==> src/rtl/axis_width_conv_down_pkt_if.sv <==
// rtl/axis_width_conv_down_pkt_if.sv - wide input / narrow output stream bundle for the down converter
// slave is the converter's view; master is the view of the source/sink around it.
interface axis_width_conv_down_pkt_if #(
  parameter int N   = 24,
  parameter int M   = 8,
  parameter int W_L = 2
);
  logic           s_axis_tnext;
  logic [N-1:0]   s_axis_tdata;
  logic           s_axis_tfirst;
  logic           s_axis_tlast;
  logic [W_L-1:0] s_axis_tlanes;
  logic           s_axis_tvalid;
  logic           m_axis_tnext;
  logic [M-1:0]   m_axis_tdata;
  logic           m_axis_tfirst;
  logic           m_axis_tlast;
  logic           m_axis_tvalid;

  modport slave (
    output s_axis_tnext,
    input  s_axis_tdata, s_axis_tfirst, s_axis_tlast, s_axis_tlanes, s_axis_tvalid,
    input  m_axis_tnext,
    output m_axis_tdata, m_axis_tfirst, m_axis_tlast, m_axis_tvalid
  );

  modport master (
    input  s_axis_tnext,
    output s_axis_tdata, s_axis_tfirst, s_axis_tlast, s_axis_tlanes, s_axis_tvalid,
    output m_axis_tnext,
    input  m_axis_tdata, m_axis_tfirst, m_axis_tlast, m_axis_tvalid
  );
endinterface

==> src/rtl/axis_width_conv_down_pkt.sv <==
// rtl/axis_width_conv_down_pkt.sv - packet-aware N-to-M bit stream width down converter
// Wide words sit in a DEPTH-entry buffer; a lane counter walks the head entry one beat per transfer.
module axis_width_conv_down_pkt #(
  parameter int N         = 24,
  parameter int M         = 8,
  parameter int DEPTH     = 4,
  parameter bit MSB_FIRST = 1'b1,
  localparam int K        = N / M,
  localparam int W_L      = (K > 1) ? $clog2(K) : 1,
  localparam int W_D      = $clog2(DEPTH)
) (
  input  logic                         clk,
  input  logic                         rst,
  axis_width_conv_down_pkt_if.slave    bus,
  output logic [W_D:0]                 level,
  output logic [15:0]                  beat_count
);

  if (N % M != 0) begin : g_bad_width
    $error("axis_width_conv_down_pkt: N must be a multiple of M");
  end
  if (DEPTH < 2 || (DEPTH & (DEPTH - 1)) != 0) begin : g_bad_depth
    $error("axis_width_conv_down_pkt: DEPTH must be a power of two >= 2");
  end

  logic [N-1:0]   data_mem  [DEPTH];
  logic           first_mem [DEPTH];
  logic           last_mem  [DEPTH];
  logic [W_L-1:0] ll_mem    [DEPTH];

  logic [W_D:0]   wr_ptr_q, wr_ptr_d;
  logic [W_D:0]   rd_ptr_q, rd_ptr_d;
  logic [W_L-1:0] lane_q, lane_d;
  logic [15:0]    beat_count_q, beat_count_d;

  logic [W_D:0]   level_w;
  logic           full;
  logic           push;
  logic           valid;
  logic           xfer;
  logic           last_beat;
  logic [W_D-1:0] wr_idx;
  logic [W_D-1:0] rd_idx;
  logic [W_L-1:0] in_ll;
  logic [W_L-1:0] head_ll;
  logic [W_L-1:0] lane_idx;
  logic [N-1:0]   head_word;
  logic [M-1:0]   beat;

  // Extra wrap bit on both pointers lets the difference cover 0..DEPTH.
  assign level_w   = wr_ptr_q - rd_ptr_q;
  assign full      = (level_w == (W_D + 1)'(DEPTH));
  assign wr_idx    = wr_ptr_q[W_D-1:0];
  assign rd_idx    = rd_ptr_q[W_D-1:0];
  assign push      = rst && bus.s_axis_tvalid && !full;
  assign valid     = rst && (level_w != '0);
  assign xfer      = valid && bus.m_axis_tnext;
  assign head_ll   = ll_mem[rd_idx];
  assign head_word = data_mem[rd_idx];
  assign last_beat = (lane_q == head_ll);
  assign lane_idx  = MSB_FIRST ? (W_L'(K - 1) - lane_q) : lane_q;
  assign beat      = M'(head_word >> (int'(lane_idx) * M));

  // Stored as index of the last valid lane; oversize tlanes clamps to a full word.
  always_comb begin
    in_ll = W_L'(K - 1);
    if (bus.s_axis_tlast && (bus.s_axis_tlanes < W_L'(K - 1))) begin
      in_ll = bus.s_axis_tlanes;
    end
  end

  always_comb begin
    wr_ptr_d     = wr_ptr_q;
    rd_ptr_d     = rd_ptr_q;
    lane_d       = lane_q;
    beat_count_d = beat_count_q;
    if (push) begin
      wr_ptr_d = wr_ptr_q + 1'b1;
    end
    if (xfer) begin
      beat_count_d = beat_count_q + 16'd1;
      if (last_beat) begin
        lane_d   = '0;
        rd_ptr_d = rd_ptr_q + 1'b1;
      end else begin
        lane_d = lane_q + 1'b1;
      end
    end
  end

  always_ff @(posedge clk or negedge rst) begin
    if (!rst) begin
      wr_ptr_q     <= '0;
      rd_ptr_q     <= '0;
      lane_q       <= '0;
      beat_count_q <= '0;
    end else begin
      wr_ptr_q     <= wr_ptr_d;
      rd_ptr_q     <= rd_ptr_d;
      lane_q       <= lane_d;
      beat_count_q <= beat_count_d;
    end
  end

  // Buffer contents are never reset; only the pointers decide what is live.
  always_ff @(posedge clk) begin
    if (push) begin
      data_mem[wr_idx]  <= bus.s_axis_tdata;
      first_mem[wr_idx] <= bus.s_axis_tfirst;
      last_mem[wr_idx]  <= bus.s_axis_tlast;
      ll_mem[wr_idx]    <= in_ll;
    end
  end

  assign bus.s_axis_tnext  = push;
  assign bus.m_axis_tvalid = valid;
  assign bus.m_axis_tdata  = valid ? beat : '0;
  assign bus.m_axis_tfirst = valid && (lane_q == '0) && first_mem[rd_idx];
  assign bus.m_axis_tlast  = valid && last_beat && last_mem[rd_idx];
  assign level             = level_w;
  assign beat_count        = beat_count_q;

endmodule

==> src/flat_wrapper.sv <==
// flat-port wrapper written by rule: the top's interface ports become plain ports
module axis_width_conv_down_pkt_flat 
#(
  parameter int N         = 24,
  parameter int M         = 8,
  parameter int DEPTH     = 4,
  parameter bit MSB_FIRST = 1'b1,
  localparam int K        = N / M,
  localparam int W_L      = (K > 1) ? $clog2(K) : 1,
  localparam int W_D      = $clog2(DEPTH)
)
  (clk, rst, level, beat_count, bus_s_axis_tnext, bus_s_axis_tdata, bus_s_axis_tfirst, bus_s_axis_tlast, bus_s_axis_tlanes, bus_s_axis_tvalid, bus_m_axis_tnext, bus_m_axis_tdata, bus_m_axis_tfirst, bus_m_axis_tlast, bus_m_axis_tvalid);
  axis_width_conv_down_pkt_if #(.N(N), .M(M), .W_L(2)) bus_i ();
  input  logic clk;
  input  logic rst;
  output logic [W_D:0] level;
  output logic [15:0] beat_count;
  output wire logic [$bits(bus_i.s_axis_tnext)-1:0] bus_s_axis_tnext;
  input wire logic [$bits(bus_i.s_axis_tdata)-1:0] bus_s_axis_tdata;
  input wire logic [$bits(bus_i.s_axis_tfirst)-1:0] bus_s_axis_tfirst;
  input wire logic [$bits(bus_i.s_axis_tlast)-1:0] bus_s_axis_tlast;
  input wire logic [$bits(bus_i.s_axis_tlanes)-1:0] bus_s_axis_tlanes;
  input wire logic [$bits(bus_i.s_axis_tvalid)-1:0] bus_s_axis_tvalid;
  input wire logic [$bits(bus_i.m_axis_tnext)-1:0] bus_m_axis_tnext;
  output wire logic [$bits(bus_i.m_axis_tdata)-1:0] bus_m_axis_tdata;
  output wire logic [$bits(bus_i.m_axis_tfirst)-1:0] bus_m_axis_tfirst;
  output wire logic [$bits(bus_i.m_axis_tlast)-1:0] bus_m_axis_tlast;
  output wire logic [$bits(bus_i.m_axis_tvalid)-1:0] bus_m_axis_tvalid;
  assign bus_s_axis_tnext = bus_i.s_axis_tnext;
  assign bus_i.s_axis_tdata = bus_s_axis_tdata;
  assign bus_i.s_axis_tfirst = bus_s_axis_tfirst;
  assign bus_i.s_axis_tlast = bus_s_axis_tlast;
  assign bus_i.s_axis_tlanes = bus_s_axis_tlanes;
  assign bus_i.s_axis_tvalid = bus_s_axis_tvalid;
  assign bus_i.m_axis_tnext = bus_m_axis_tnext;
  assign bus_m_axis_tdata = bus_i.m_axis_tdata;
  assign bus_m_axis_tfirst = bus_i.m_axis_tfirst;
  assign bus_m_axis_tlast = bus_i.m_axis_tlast;
  assign bus_m_axis_tvalid = bus_i.m_axis_tvalid;
  axis_width_conv_down_pkt #(.N(N), .M(M), .DEPTH(DEPTH), .MSB_FIRST(MSB_FIRST)) u_core (.clk(clk), .rst(rst), .bus(bus_i), .level(level), .beat_count(beat_count));
endmodule
==> config.mk <==
export PLATFORM = sky130hd
export DESIGN_NAME = axis_width_conv_down_pkt_flat
export DESIGN_NICKNAME = d
export VERILOG_FILES = /design/src/rtl/axis_width_conv_down_pkt_if.sv /design/src/rtl/axis_width_conv_down_pkt.sv /design/src/flat_wrapper.sv
export SDC_FILE = /design/constraint.sdc
export NUM_CORES = 1
export LEC_CHECK = 0
export ABC_CLOCK_PERIOD_IN_PS = 2750
export CAP_MARGIN = 10
export CORE_UTILIZATION = 50
export DETAILED_ROUTE_END_ITERATION = 12
export HOLD_SLACK_MARGIN = 0.05
export PLACE_DENSITY = 0.73
export SLEW_MARGIN = 25
export SYNTH_ARGS = -nofsm -noshare
export SYNTH_HDL_FRONTEND = slang
export SYNTH_SLANG_ARGS = --single-unit
==> constraint.sdc <==
create_clock -name clk -period 2.75 [get_ports clk]
set_input_delay 0.275 -clock clk [delete_from_list [all_inputs] [get_ports clk]]
set_output_delay 0.275 -clock clk [all_outputs]
set_load 0.03 [all_outputs]
==> metrics, run 1 <==
hold buffer count at cts 0; I/O pin count 63; P&R area growth vs syn 27.5%; commonest cells in the synthesized netlist edfxtp_1, mux4_2, dfrtp_1; FF+latch count, synth 136; endpoint class of the critical path primary output; Vias/cell 5.44; reg2reg end u_core.rd_ptr_q[1]$_DFFE_PN0P_; Mapped Cells 306; Synthesized Nets 347; Final nets 438; H-tree levels 4; GR Util met2 32.0%; antenna violations before repair 0; 1st-iter DRT viols 183; Via Count 2987; total wire length 10400 um; Max-Cap Viols 0; startpoint types flip-flop; setup slack at placement 0.0809 ns; Remaining DRCs 0; syn_area_per_cell 18.2 um^2; gr usage total 19.5%; Worst path slowest cell dfrtp_2; worst hold path type input port to asynchronous set/reset pin; number of synthesized flops with an enable pin 112; first-pass GRT wire length 16100 um; Yosys top cell by area edfxtp_1; kind of critical path flip-flop to primary output; total power 7.89 mW; share of layout cells above drive strength 1 27.6%; crit-path leading delay family adder cells; RSZ-0062 raised after global routing true; Syn Std Cell Area 5580 um^2; CP Cell Sequence ha_4 > fa_2 > xor3_2 > o21ai_4 > buf_8 > nor2_1 > buf_4; Tightest Pin Transition 0.374 ns; Setup TNS 0 ns; Placeable Area 10800 um^2; fin util 65.7%; dpl cell area 6470 um^2; DRT antenna net count 0; largest cells by area after synthesis edfxtp_1, dfrtp_1, mux4_2; final setup fails 0; DIE WIDTH 108 um; Buf/Inv on CP 2; starting density of the core 51.5%; clock latency on the worst-skew pair 0.52 ns; Root Driver clkbuf_8; r2r setup slk 0.34 ns; largest net degree at the start of global routing 33; minimum clock period after layout 2.68 ns; highest clock rate 373 MHz; CTS tree yes; vias in the first global route 3073; PD cells 1110 nW/um^2; Static Leak 2.57 nW; Worst path max stage delay 0.44 ns; Antenna diodes 0; CP Max Fanout 5; post-synth top area share 60.2%; Top Usage Layer GRT met2; clk buf depth 2; Core Rows 38; GR met1 Demand/Resource 24.4%; Port Buffers 62; ys flop type edfxtp_1; Final WS setup 0.0714 ns; count leader, synth edfxtp_1; CP arrival 2.40 ns; drt first pass iters 4; Worst Skew 0.00865 ns; worst-case vdd ir drop 0.558 mV; worst relative slew slack 75.1%; GR Overflow Total 0; yosys warns 0; Die Ht 108 um; Num CTS Buffers 17; status complete, no violations; Avg WL per Cell 18.9 um; clk sinks 136; Placer Congestion 0.754; synth unique cells 40; CTS clk-pin slew, worst paths 0.05 ns; count of final max-slew check failures 0; endpoints failing hold 0; die area 11600 um^2; r2r startpoint u_core.rd_ptr_q[0]$_DFFE_PN0P_; HPWL Detailed 6280 um; R2R depth 8; WP data required 2.48 ns; Post-synth ARST share 17.6%; Tcrit/Tclk final 97.4%; GR Util met3 6.66%; Finished Cell Area 7120 um^2; register area share after synthesis 71.0%
flip-flops by register name (all words and copies together), names as in the netlist:
signal and flops:
u_core.ll_mem 8, u_core.rd_ptr_q 3, u_core.lane_q 2, u_core.beat_count 16
u_core.data_mem 96, u_core.last_mem 4, u_core.wr_ptr_q 3, u_core.first_mem 4
final cells by class:
class                   instances  area [um^2]
flip-flops and latches        136         3970
fillers                       784         3720
multi-input cells             151         1550
repair buffers                 83          885
clock buffers                  21          429
well taps                     140          175
clock inverters                10         81.3
inverters                       8         32.5
metrics by stage:
stage | cells | hold slack [ns]
floorplan | 306 | -0.0206
global placement | 511 | 0.460
detailed placement | 511 | 0.474
CTS | 543 | 0.130
global route | 549 | 0.129
finish | 549 | 0.132
cells in the final DEF, fill, tap and decap left out, types with 2 or more instances in the layout:
cell type / instances
nand2_1: 14
clkinv_4: 2
xor2_1: 6
clkdlybuf4s50_1: 48
nor2_1: 15
nand2_2: 2
ha_1: 6
nand3_1: 8
clkbuf_1: 4
mux2i_1: 9
buf_12: 6
and3_1: 3
mux4_2: 26
buf_4: 15
clkbuf_16: 19
and2_2: 4
o21ai_0: 2
clkinv_1: 3
a21oi_1: 8
clkinv_2: 3
mux2i_2: 3
buf_2: 4
inv_1: 6
dfrtp_1: 22
nor2_2: 4
edfxtp_1: 112
xnor2_1: 16
nand4_1: 5
buf_6: 5
dfrtp_2: 2
worst reg2reg max path, stage by stage (launching register included):
cell and delay [ns]:
dfrtp_2 0.44, ha_4 0.17, fa_2 0.33, xor3_2 0.25, buf_4 0.15, o211a_1 0.39
nand4_1 0.21, o311a_1 0.17, a31o_1 0.19
worst max path at each step:
stage | from | cells past startpoint | slack (ns) | to
after floorplan | u_core.rd_ptr_q[0]$_DFFE_PN0P_ | 5 | 0.05 | u_core.data_mem[3][0]$_DFFE_PP_
after global placement | u_core.rd_ptr_q[0]$_DFFE_PN0P_ | 7 | 0.13 | bus_m_axis_tdata[0]
after detailed placement | u_core.rd_ptr_q[0]$_DFFE_PN0P_ | 7 | 0.08 | bus_m_axis_tdata[1]
after CTS | u_core.rd_ptr_q[0]$_DFFE_PN0P_ | 7 | -0.07 | bus_m_axis_tdata[6]
after global routing | u_core.rd_ptr_q[0]$_DFFE_PN0P_ | 7 | -0.02 | bus_m_axis_tdata[3]
final | u_core.rd_ptr_q[0]$_DFFE_PN0P_ | 7 | 0.07 | bus_m_axis_tdata[4]
layer usage:
layer | routed length [um] | vias up
met5 | 0 | -
met4 | 93 | 0
met3 | 607 | 9
met2 | 5270 | 103
met1 | 4400 | 1503
li1 | - | 1372
cell families after synthesis:
group | after synthesis | synth area share [%]
adder cells (fa/ha/maj) | 9 | 2.15
XOR/XNOR | 23 | 3.90
buffers and inverters | 19 | 2.13
multiplexers | 38 | 12.6
AO/OA/AOI/OAI | 18 | 2.49
AND/OR/NAND/NOR | 63 | 5.69
flip-flops | 136 | 71.0
timing repair:
action / CTS / global route
setup endpoints to repair: 11 / 12
gates cloned: 0 / 3
resized for setup: 47 / 39
endpoints found under the hold margin: 0 / 0
pin swaps: 1 / 2
buffers inserted: 1 / 3
report_power, final:
group | internal [mW] | leakage (nW) | switching [mW]
combinational | 1.49 | 0.993 | 1.74
clock | 1.18 | 0.248 | 0.775
sequential | 2.56 | 1.33 | 0.151
Power figures use the tool's default switching activity.
==> inputs of run 2 (changes only) <==
--- a/config.mk
+++ b/config.mk
@@ -7,10 +7,12 @@
 export LEC_CHECK = 0
 export ABC_CLOCK_PERIOD_IN_PS = 2750
 export CAP_MARGIN = 10
-export CORE_UTILIZATION = 50
+export CELL_PAD_IN_SITES_DETAIL_PLACEMENT = 0
+export CELL_PAD_IN_SITES_GLOBAL_PLACEMENT = 2
+export CORE_UTILIZATION = 38
 export DETAILED_ROUTE_END_ITERATION = 12
 export HOLD_SLACK_MARGIN = 0.05
-export PLACE_DENSITY = 0.73
+export PLACE_DENSITY = 0.74
 export SLEW_MARGIN = 25
 export SYNTH_ARGS = -nofsm -noshare
 export SYNTH_HDL_FRONTEND = slang
==> metrics, run 2 (synthesis gave the netlist of run 1 again) <==
P&R area growth vs syn 30.4%; Antenna diodes 0 (unchanged); Setup crit end bus_m_axis_tvalid; Core Rows 43 (+13%); Max-Cap Viols 0 (unchanged); Avg WL per Cell 18.6 um (-1.6%); Vias/cell 5.01 (-8.0%); Post-Place Cells 557 (+9.0%); gr usage total 16.5% (-3.1 points); Biggest register u_core.data_mem; Die Ht 123 um (+14%); CTS tree yes; largest net degree at the start of global routing 33 (unchanged); Worst Skew 0.00878 ns (+0.000134 ns); die area 15200 um^2 (+31%); Worst path slowest cell fa_2; PD cells 1130 nW/um^2 (+1.9%); status complete, no violations; Non-Filler Instances 599 (+9.1%); setup slack at placement 0.109 ns (+0.0283 ns); clk buf depth 2 (unchanged); total wire length 11100 um (+7.4%); CP Max Fanout 4 (-1); DRT antenna net count 0 (unchanged); Placer Congestion 0.761 (+1.0%); starting density of the core 39.6% (-12 points); Tcrit/Tclk final 97.7% (+0.33 points); final setup fails 0 (unchanged); CP arrival 2.41 ns (about the same); startpoint types flip-flop; Static Leak 2.64 nW (+2.7%); Buf/Inv on CP 3 (+1); worst-case vdd ir drop 0.662 mV (+19%); Placeable Area 14100 um^2 (+30%); worst setup path startpoint u_core.rd_ptr_q[0]$_DFFE_PN0P_; clk sinks 136 (unchanged); share of layout cells above drive strength 1 28.2% (+0.53 points); DIE WIDTH 123 um (+14%); kind of critical path flip-flop to primary output; reg2reg end u_core.data_mem[2][7]$_DFFE_PP_; H-tree levels 4 (unchanged); first-pass GRT wire length 17500 um (+8.6%); Via Count 2999 (+0.40%); fill count 1171 (+49%); 1st-iter DRT viols 139 (-24%); count of final max-slew check failures 0 (unchanged); Tightest Pin Transition 0.433 ns (+0.0584 ns); most frequent cells in the layout edfxtp_1, clkdlybuf4s50_1, mux4_2, buf_4, dfrtp_1; Root Driver clkbuf_16; WP data required 2.48 ns (about the same); I/O pin count 63 (unchanged); Num CTS Buffers 17 (unchanged); Remaining DRCs 0 (unchanged); Port Buffers 62 (unchanged); antenna violations before repair 0 (unchanged); GR Overflow Total 0 (unchanged); drt first pass iters 4 (unchanged); fin util 51.7% (-14 points); CP Cell Sequence ha_2 > fa_2 > nand2_4 > o21ai_4 > buf_6 > inv_4 > dlygate4sd2_1; endpoint class of the critical path primary output; clock latency on the worst-skew pair 0.42 ns (-0.10 ns); r2r startpoint u_core.rd_ptr_q[0]$_DFFE_PN0P_; HPWL Detailed 7110 um (+13%); Final WS setup 0.0623 ns (-0.00912 ns); most common cell after layout, fill and taps aside edfxtp_1; highest clock rate 372 MHz (-0.34%); Final nets 448 (+2.3%); worst hold path type flip-flop to flip-flop; worst relative slew slack 71.1% (-4.0 points); WHS 0.470 ns (+0.338 ns); Worst path max stage delay 0.56 ns (+0.12 ns); RSZ-0062 raised after global routing true; r2r setup slk 0.19 ns (-0.15 ns); Largest register FFs 96 (unchanged); R2R depth 7 (-1); endpoints failing hold 0 (unchanged); critical path depth in cells 7 (unchanged); vias in the first global route 3183 (+3.6%); minimum clock period after layout 2.69 ns (+0.00912 ns); total power 8.23 mW (+4.3%); crit-path leading delay family adder cells; CTS clk-pin slew, worst paths 0.06 ns (about the same)
-- run 2: worst register-to-register path, stage by stage (launching register included) --
cell and delay, ns:
dfrtp_2 0.44, ha_2 0.20, fa_2 0.33, xor3_2 0.31
buf_4 0.19, a31oi_4 0.25, and2_2 0.32, buf_12 0.21
-- run 2: per-stage QoR --
step	setup TNS (ns)	area, um^2
after global placement	0	6540
after floorplan	0	5590
after detailed placement	0	6540
final	0	7280
after global routing	-0.00144	7280
after CTS	-0.00909	7180
-- run 2: power breakdown --
part	leakage [nW]	switching (mW)	internal (mW)
registers	1.33	0.150	2.56
logic	1.03	1.80	1.49
clock network	0.281	0.818	1.41
total	2.64	2.77	5.46
-- run 2: worst min path at each step --
stage | slack (ns) | cells past startpoint | start | endpoint
after floorplan | -0.02 | 0 | rst | u_core.beat_count[0]$_DFFE_PN0P_
after global placement | 0.46 | 1 | u_core.beat_count[15]$_DFFE_PN0P_ | u_core.beat_count[15]$_DFFE_PN0P_
after detailed placement | 0.47 | 1 | u_core.beat_count[15]$_DFFE_PN0P_ | u_core.beat_count[15]$_DFFE_PN0P_
after CTS | 0.46 | 2 | rst | u_core.lane_q[0]$_DFFE_PN0P_
after global routing | 0.48 | 2 | rst | u_core.lane_q[1]$_DFFE_PN0P_
final | 0.47 | 1 | u_core.beat_count[15]$_DFFE_PN0P_ | u_core.beat_count[15]$_DFFE_PN0P_
-- run 2: metal layers --
| layer | up-vias | GRT usage [%] | wire length [um] |
|---|---|---|---|
| li1 | 1389 | - | - |
| met1 | 1523 | 19.8 | 4790 |
| met2 | 72 | 27.5 | 5700 |
| met3 | 15 | 4.80 | 468 |
| met4 | 0 | 7.08 | 168 |
| met5 | - | 0 | 0 |
-- run 2: repair_timing --
item | 4_1_cts | 5_1_grt
cloned | 1 | 1
hold endpoints to repair | 0 | 0
hold buffers | 0 | 0
pin swaps | 2 | 1
setup endpoints to repair | 11 | 32
buffers inserted | 4 | 5
gates resized for setup | 23 | 11
-- run 2: final cells by class --
| class | count | area (um^2) | share of cell area (%) |
|---|---|---|---|
| flip-flops and latches | 136 | 3970 | 54.5 |
| well taps | 180 | 225 | 3.09 |
| inverters | 8 | 32.5 | 0.447 |
| clock buffers | 18 | 429 | 5.89 |
| repair buffers | 92 | 917 | 12.6 |
| multi-input cells | 152 | 1560 | 21.4 |
| clock inverters | 13 | 154 | 2.11 |
==> inputs of run 3 (changes only) <==
--- a/config.mk
+++ b/config.mk
@@ -5,7 +5,7 @@
 export SDC_FILE = /design/constraint.sdc
 export NUM_CORES = 1
 export LEC_CHECK = 0
-export ABC_CLOCK_PERIOD_IN_PS = 2750
+export ABC_CLOCK_PERIOD_IN_PS = 2270
 export CAP_MARGIN = 10
 export CELL_PAD_IN_SITES_DETAIL_PLACEMENT = 0
 export CELL_PAD_IN_SITES_GLOBAL_PLACEMENT = 2
==> constraint.sdc (replaced) <==
create_clock -name clk -period 2.27 [get_ports clk]
set_input_delay 0.227 -clock clk [delete_from_list [all_inputs] [get_ports clk]]
set_output_delay 0.227 -clock clk [all_outputs]
set_load 0.03 [all_outputs]
==> metrics, run 3 (synthesis gave the netlist of run 1 again) <==
Remaining DRCs 0 (unchanged); H-tree levels 4 (unchanged); status complete, but fails checks; worst-case vdd ir drop 0.791 mV (+20%); 1st-iter DRT viols 169 (+22%); clock latency on the worst-skew pair 0.41 ns (about the same); largest net degree at the start of global routing 17 (-48%); worst hold path type input port to asynchronous set/reset pin; clk sinks 136 (unchanged); Avg WL per Cell 18.3 um (-1.3%); Worst path max stage delay 0.57 ns (about the same); share of layout cells above drive strength 1 39.1% (+11 points); dpl cell area 6800 um^2 (+4.0%); total wire length 11800 um (+6.3%); uppermost layer routed met4; most common cell after layout, fill and taps aside edfxtp_1; WP data required 2.04 ns (-0.44 ns); vias in the first global route 3366 (+5.7%); Final nets 493 (+10%); Placeable Area 14100 um^2 (unchanged); Vias/cell 4.93 (-1.5%); setup slack at placement -0.230 ns (-0.340 ns); Port Buffers 62 (unchanged); first-pass GRT wire length 18400 um (+5.1%); Final WS setup -0.318 ns (-0.381 ns); Via Count 3180 (+6.0%); Num CTS Buffers 17 (unchanged); Finished Cell Area 8050 um^2 (+11%); clk buf depth 2 (unchanged); Worst Skew 0.00773 ns (-0.00106 ns); kind of critical path flip-flop to primary output; endpoints failing hold 0 (unchanged); Tightest Pin Transition 0.392 ns (-0.0404 ns); minimum clock period after layout 2.59 ns; gr usage total 17.2% (+0.73 points); starting density of the core 39.6% (unchanged); GR Overflow Total 0 (unchanged); RSZ-0062 raised after global routing true; CTS tree yes; final setup fails 132 (+132); DIE WIDTH 123 um (unchanged); failing checks negative setup slack; HPWL Detailed 7400 um (+4.0%); P&R area growth vs syn 44.1%; highest clock rate 386 MHz; endpoint class of the critical path primary output; CP Max Fanout 3 (-1); Tcrit/Tclk final 114%; CTS clk-pin slew, worst paths 0.06 ns (about the same); Met1 Wirelength 5100 um (+6.5%); Root Driver clkbuf_16; Largest register FFs 96 (unchanged); met3 routed WL 414 um (-12%); I/O pin count 63 (unchanged); Die Ht 123 um (unchanged); Worst path slowest cell fa_2; worst relative slew slack 73.9% (+2.8 points); drt first pass iters 4 (unchanged); antenna violations before repair 0 (unchanged); PD cells 1380 nW/um^2 (+22%); Biggest register u_core.data_mem; Core Rows 43 (unchanged); CP Cell Sequence ha_4 > fa_2 > nand2_4 > o21ai_4 > buf_6 > buf_8 > inv_4 > and3_4 > buf_6; Max-Cap Viols 0 (unchanged); CP arrival 2.36 ns (-0.05 ns); Static Leak 2.99 nW (+13%); Antenna diodes 0 (unchanged); Placer Congestion 0.729 (-4.3%); most frequent cells in the layout edfxtp_1, clkdlybuf4s50_1, buf_4; metal2 WL 6170 um (+8.3%); DRT antenna net count 0 (unchanged); count of final max-slew check failures 0 (unchanged); startpoint types flip-flop; die area 15200 um^2 (unchanged); cell mode on critical path buf_6
run 3: cell types whose count changed in the layout (fill, tap and decap cells not counted), sizes merged:
cell | before | now
buf | 34 | 90
clkdlybuf4s15 | 6 | 0
dlygate4sd2 | 3 | 0
clkbuf | 19 | 18
clkinv | 6 | 7
clkinvlp | 2 | 3
inv | 10 | 9
o21ai | 4 | 3
run 3: timing repair:
item,in CTS,in global routing
setup buffers,28,15
hold buffers,0,0
gates cloned,8,0
setup endpoints to repair,127,145
pin swaps,8,10
resized for setup,80,50
run 3: final timing paths:
path / slack [ns] / end / cells past startpoint / startpoint
hold reg to reg: 0.47 / u_core.beat_count[15]$_DFFE_PN0P_ / 1 / u_core.beat_count[15]$_DFFE_PN0P_
setup / recovery: -0.32 / bus_m_axis_tfirst / 9 / u_core.rd_ptr_q[0]$_DFFE_PN0P_
hold / removal: 0.29 / u_core.beat_count[6]$_DFFE_PN0P_ / 2 / rst
max in group asynchronous: 1.74 / u_core.rd_ptr_q[0]$_DFFE_PN0P_ / 2 / rst
setup reg to reg: -0.32 / u_core.data_mem[3][10]$_DFFE_PP_ / 11 / u_core.rd_ptr_q[0]$_DFFE_PN0P_
min in group clk: 0.44 / u_core.data_mem[0][20]$_DFFE_PP_ / 1 / bus_s_axis_tdata[20]
run 3: cell type report:
| class | instances | area (um^2) |
|---|---|---|
| Fill cell | 1124 | 6050 |
| Sequential cell | 136 | 3970 |
| Multi-Input combinational cell | 151 | 1650 |
| Timing Repair Buffer | 138 | 1590 |
| Clock buffer | 18 | 429 |
| Tap cell | 180 | 225 |
| Clock inverter | 14 | 156 |
| Inverter | 8 | 32.5 |
run 3: report_power, final:
part / switching [mW] / total (mW) / internal (mW)
clock network: 0.995 / 2.71 / 1.71
registers: 0.170 / 3.27 / 3.10
logic: 2.45 / 5.09 / 2.64
run 3: metal layers:
metal  vias up  global-route usage (%)
met5         -                       0
met4         0                    5.65
met3        11                    4.43
met2        67                    29.2
met1      1627                    21.4
li1       1475                       -
run 3: stage by stage:
step	hold WS (ns)	utilization, %	total power [mW]	instances	setup TNS [ns]
6_report	0.287	57.1	11.1	645	-25.33
5_1_grt	0.319	57.1	11.6	645	-33.42
4_1_cts	0.270	56.8	11.0	643	-28.51
3_5_place_dp	0.471	48.2	7.40	578	-4.64
3_3_place_gp	0.464	48.2	7.36	578	-2.05
2_1_floorplan	-0.0686	-	5.75	306	-16.55
run 3: critical path: cells and delay by family (launching register included):
family	cells	cell delay, ns
adder cells (fa/ha/maj)	2	0.75
flip-flops	1	0.45
buffers and inverters	4	0.37
AND/OR/NAND/NOR	2	0.22
AO/OA/AOI/OAI	1	0.16
==> RTL edit 1: new RTL, settings of run 2 <==
`DEPTH` is set to 4 in 2 places; all go to 8.
--- a/src/rtl/axis_width_conv_down_pkt.sv
+++ b/src/rtl/axis_width_conv_down_pkt.sv
@@ -3,7 +3,7 @@
 module axis_width_conv_down_pkt #(
   parameter int N         = 24,
   parameter int M         = 8,
-  parameter int DEPTH     = 4,
+  parameter int DEPTH     = 8,
   parameter bit MSB_FIRST = 1'b1,
   localparam int K        = N / M,
   localparam int W_L      = (K > 1) ? $clog2(K) : 1,
--- a/src/flat_wrapper.sv
+++ b/src/flat_wrapper.sv
@@ -3,7 +3,7 @@
 #(
   parameter int N         = 24,
   parameter int M         = 8,
-  parameter int DEPTH     = 4,
+  parameter int DEPTH     = 8,
   parameter bit MSB_FIRST = 1'b1,
   localparam int K        = N / M,
   localparam int W_L      = (K > 1) ? $clog2(K) : 1,
Ports: changed (resized level); port bits go from 63 to 64. No check against the original RTL was run, so the function may have changed too.
==> RTL edit 1 against run 2 <==
The flow now finishes with violations (negative setup slack). Total power up 72%. Worst hold slack got worse by 0.21 ns. Largest power group unchanged. Design area grew 80%. Largest cell class unchanged. Routed wire length up 97%. Sequential cell count increased by 114. Setup slack got worse by 0.41 ns. Final cell count is 66% higher. Synthesized area grew 80%.
==> RTL edit 1: results (changes against run 2) <==
[run_status]
status=finished with violations  ; was finished, final reports clean
violations=negative setup slack

[drt]
initialDrtViolationCount=343  ; was 139
post_drt_via_cell_ratio=5.25  ; was 5.01
drt_wl_total_mm=21.9  ; was 11.1 mm

[synthesis]
yosys-top-cells-count=edfxtp_1, mux4_2, nand2_1, dfrtp_1, a21oi_1  ; was edfxtp_1, mux4_2, dfrtp_1, nor2_1, xnor2_1
ys_types=43  ; was 40
synth_edf_count=224  ; was 112
seq_area_frac_synth=0.733  ; was 0.710
syn_nets=542  ; was 347
async_flop_share=0.104  ; was 0.176

[clocking]
h-tree-depth=1  ; was 4
cts_buffers=27  ; was 17

[grt]
grt_max_degree=58  ; was 33
antenna_found_initial=1  ; was 0
grt_pass1_wl_mm=32.9  ; was 17.5 mm
grt_use_total=0.164  ; was 0.165

[worst_hold_path]
min_path_type=in -> async  ; was reg -> reg

[setup_path]
cp_max_fo=5  ; was 4
r2r-start=u_core.wr_ptr_q[0]  ; was u_core.rd_ptr_q[0]

[sta]
setup_slack_ns=-0.351  ; was 0.0623 ns
finalClockSkew_ns=0.00961  ; was 0.00878 ns
final-setup-viol-count=124  ; was 0

[layout]
fillers=2101  ; was 1171
largest_register_ffs=192  ; was 96

[pwr]
p_leak_uw=0.00448  ; was 0.00264 uW

[placed_design]
io_buffers=63  ; was 62
place_ws_ns=-0.205  ; was 0.109 ns
place.gp.congestion=0.760  ; was 0.761

## RTL edit 1: timing repair
action	in CTS	in global routing
buffers inserted	4	9
cloned	2	8
gates resized for setup	37	35
setup endpoints to repair	231	191
pin swaps	7	13
## RTL edit 1: logic make-up (layout without fill, tap and decap cells)
group	count (synthesis)	count (layout)	synth area share
buf+inv	35	194	0.0205
compound gates	26	26	0.0151
mux	75	75	0.156
simple gates	82	82	0.0407
flops	250	250	0.733
fa+ha+maj	8	8	0.0107
xor+xnor	26	26	0.0234
## RTL edit 1: critical path, stage by stage (launching register included)
cell	delay (ns)
dfrtp_4	0.50
ha_4	0.17
inv_2	0.05
fa_2	0.43
or3_4	0.38
buf_6	0.13
o21ai_4	0.22
buf_8	0.20
nor2_2	0.06
buf_6	0.13
## RTL edit 1: final cells by class
cell class	instances	area, um^2	area share
tap	335	419	0.0319
timing repair buffer	132	1540	0.117
clock inverter	19	243	0.0185
inverter	12	56.3	0.00429
sequential	250	7380	0.563
multi-input combinational	217	2790	0.213
clock buffer	31	691	0.0526
## RTL edit 1: through the flow
step	total power, uW	hold WS [ns]	cells	TNS (ns)	instance area [um^2]
6_report	14100	0.258	996	-26.83	13100
5_1_grt	14800	0.266	996	-41.16	13100
4_1_cts	14000	0.229	981	-4.88	12800
3_5_place_dp	9900	0.469	925	-12.85	11700
3_3_place_gp	9830	0.456	925	-9.85	11700
2_1_floorplan	8220	-0.0206	502	-142.33	10300
## RTL edit 1: per-layer routing
metal,global-route usage,vias up,routed length [um]
li1,-,2316,-
met1,0.221,2732,9320
met2,0.279,158,11100
met3,0.0279,23,1150
met4,0.0342,0,336
met5,0,-,0
## RTL edit 1: power breakdown
part,switching (uW),total [uW],internal [uW],leakage (uW)
clock,1480,3770,2290,0.000455
sequential,191,4750,4560,0.00235
combinational,2930,5600,2670,0.00167
## RTL edit 1: worst paths after layout
path	to	slack, ns	cells after the start
setup / recovery	bus_m_axis_tdata[2]	-0.35	9
hold / removal	u_core.wr_ptr_q[1]	0.26	2
setup reg to reg	u_core.data_mem[6][16]	-0.31	14
hold reg to reg	u_core.beat_count[15]	0.47	1
max in group asynchronous	u_core.beat_count[11]	2.21	2
min in group clk	u_core.data_mem[4][19]	0.46	1
==> RTL edit 2: new RTL, config.mk and constraints of run 2 <==
Without the edit above. Reset style: synchronous (`rst`), changed in one clocked block.
--- a/src/rtl/axis_width_conv_down_pkt.sv
+++ b/src/rtl/axis_width_conv_down_pkt.sv
@@ -88,7 +88,7 @@
     end
   end
 
-  always_ff @(posedge clk or negedge rst) begin
+  always_ff @(posedge clk) begin
     if (!rst) begin
       wr_ptr_q     <= '0;
       rd_ptr_q     <= '0;
Function: differs if rst is asserted again (counterexample within 4 cycles, from zero or initial values and one cycle with rst low); with rst held inactive, the same outputs for 10 cycles.
==> RTL edit 2 against run 2 <==
Register-to-register slack better by 0.10 ns. Routed wire length up 1.3%. Design area decreased by 0.40%. Setup slack improved by 0.10 ns. Non-clock buffer count shrank 6. Synthesized area rose by 1.3%. Maximum frequency rose by 3.9%. Sequential cell count is 2 higher. Final cell count up 5.0%. Die area is 1.3% higher.
Power is not compared: it rests on default switching activity, and its combinational part moved more than twofold at a synthesized area within 25%.
==> RTL edit 2: results (changes against run 2) <==
[run_status]
status=finished, final reports clean  ; unchanged

[pwr]
peakVddDrop_v=0.000640

[drt]
wl_per_cell_um=17.9  ; was 18.6 um
met2_length_mm=5.44  ; was 5.70 mm
num_vias=3159  ; was 2999
top_layer_used=met4  ; unchanged
dr_wl_met3_um=537  ; was 468 um
m1WireLength_mm=5.20  ; was 4.79 mm

[sta]
holdWs_ns=0.489  ; was 0.470 ns
finalClockSkew_ns=0.00647  ; was 0.00878 ns
relSlewSlack=0.648  ; was 0.711

[setup_path]
crit_path_end=bus_s_axis_tnext  ; was bus_m_axis_tvalid
cp_max_fo=8  ; was 4
r2r_cells=8  ; was 7
critical_path.startpoint=u_core.wr_ptr_q[0]  ; was u_core.rd_ptr_q[0]
reg2reg_to=u_core.data_mem[2][15]  ; was u_core.data_mem[2][7]
ff2ff_setup_slack_ns=0.29  ; was 0.19 ns

[grt]
grt_max_degree=30  ; was 33
use_met2=0.254  ; was 0.275
grt_util_met1=0.214  ; was 0.198
grt_pass1_wl_mm=17.4  ; was 17.5 mm
globalRouteMet3Util=0.0449  ; was 0.0480

[synthesis]
netlist_top_cells_area=edfxtp_1, mux4_2, dfxtp_1, xnor2_1, mux2i_1  ; was edfxtp_1, dfrtp_1, mux4_2, xnor2_1, mux2i_1
async_flop_share=0  ; was 0.176
ys_types=41  ; was 40
seq_area_frac_synth=0.687  ; was 0.710
syn_nets=381  ; was 347
yosys-top-cells-count=edfxtp_1, nor2_1, dfxtp_1, mux4_2, xnor2_1  ; was edfxtp_1, mux4_2, dfrtp_1, nor2_1, xnor2_1
synth_edf_count=112  ; unchanged

[placed_design]
dp_hpwl_mm=7.45  ; was 7.11 mm
placed_area_mm2=0.00668  ; was 0.00654 mm^2
place.gp.congestion=0.752  ; was 0.761

[layout]
final_layout_size_suffix_gt1_frac=0.249  ; was 0.282
fin_nets=473  ; was 448

[worst_hold_path]
holdPathEnd=u_core.lane_q[1]  ; was u_core.beat_count[15]
whs_path_depth=2  ; was 1

RTL edit 2: worst max-delay path: stages, from the launching register on:
cell and delay [ns]:
dfxtp_1 0.33, inv_1 0.07, ha_1 0.19, fa_1 0.37, xor3_2 0.25, buf_4 0.19, a31oi_4 0.29, buf_4 0.22
RTL edit 2: per-stage QoR:
step / std cells / power [uW]
finish: 629 / 4910
detailed placement: 596 / 2740
global placement: 596 / 2730
CTS: 628 / 4960
floorplan: 340 / 2550
global route: 629 / 5080
RTL edit 2: kinds of logic (layout without fill, tap and decap cells):
family                   Yosys count  after routing  synth area share
AO/OA/AOI/OAI                     29             29            0.0352
XOR/XNOR                          19             19            0.0323
adder cells (fa/ha/maj)            9              9            0.0212
buffers and inverters             25            130            0.0197
flip-flops                       138            138             0.687
multiplexers                      39             39             0.127
AND/OR/NAND/NOR                   81             81            0.0781
RTL edit 2: timing repair:
| action | CTS | global route |
|---|---|---|
| resized for setup | 11 | 16 |
| pin swaps | 0 | 0 |
| buffers inserted | 0 | 1 |
| endpoints found under the setup margin | 9 | 8 |
| hold buffers | 0 | 0 |
| cloned | 0 | 0 |
RTL edit 2: area by class of cell:
class | count | area [um^2]
multi-input combinational | 177 | 1680
sequential | 138 | 3890
clock buffer | 20 | 447
inverter | 12 | 45.0
fill | 1272 | 7280
timing repair buffer | 86 | 825
clock inverter | 12 | 140
tap | 184 | 230
RTL edit 2: power by group:
| group | leakage (uW) | total, uW | internal [uW] | switching [uW] |
|---|---|---|---|---|
| Sequential | 0.00123 | 2330 | 2310 | 15.0 |
| Combinational | 0.000922 | 354 | 157 | 197 |
| Clock | 0.000278 | 2230 | 1370 | 859 |
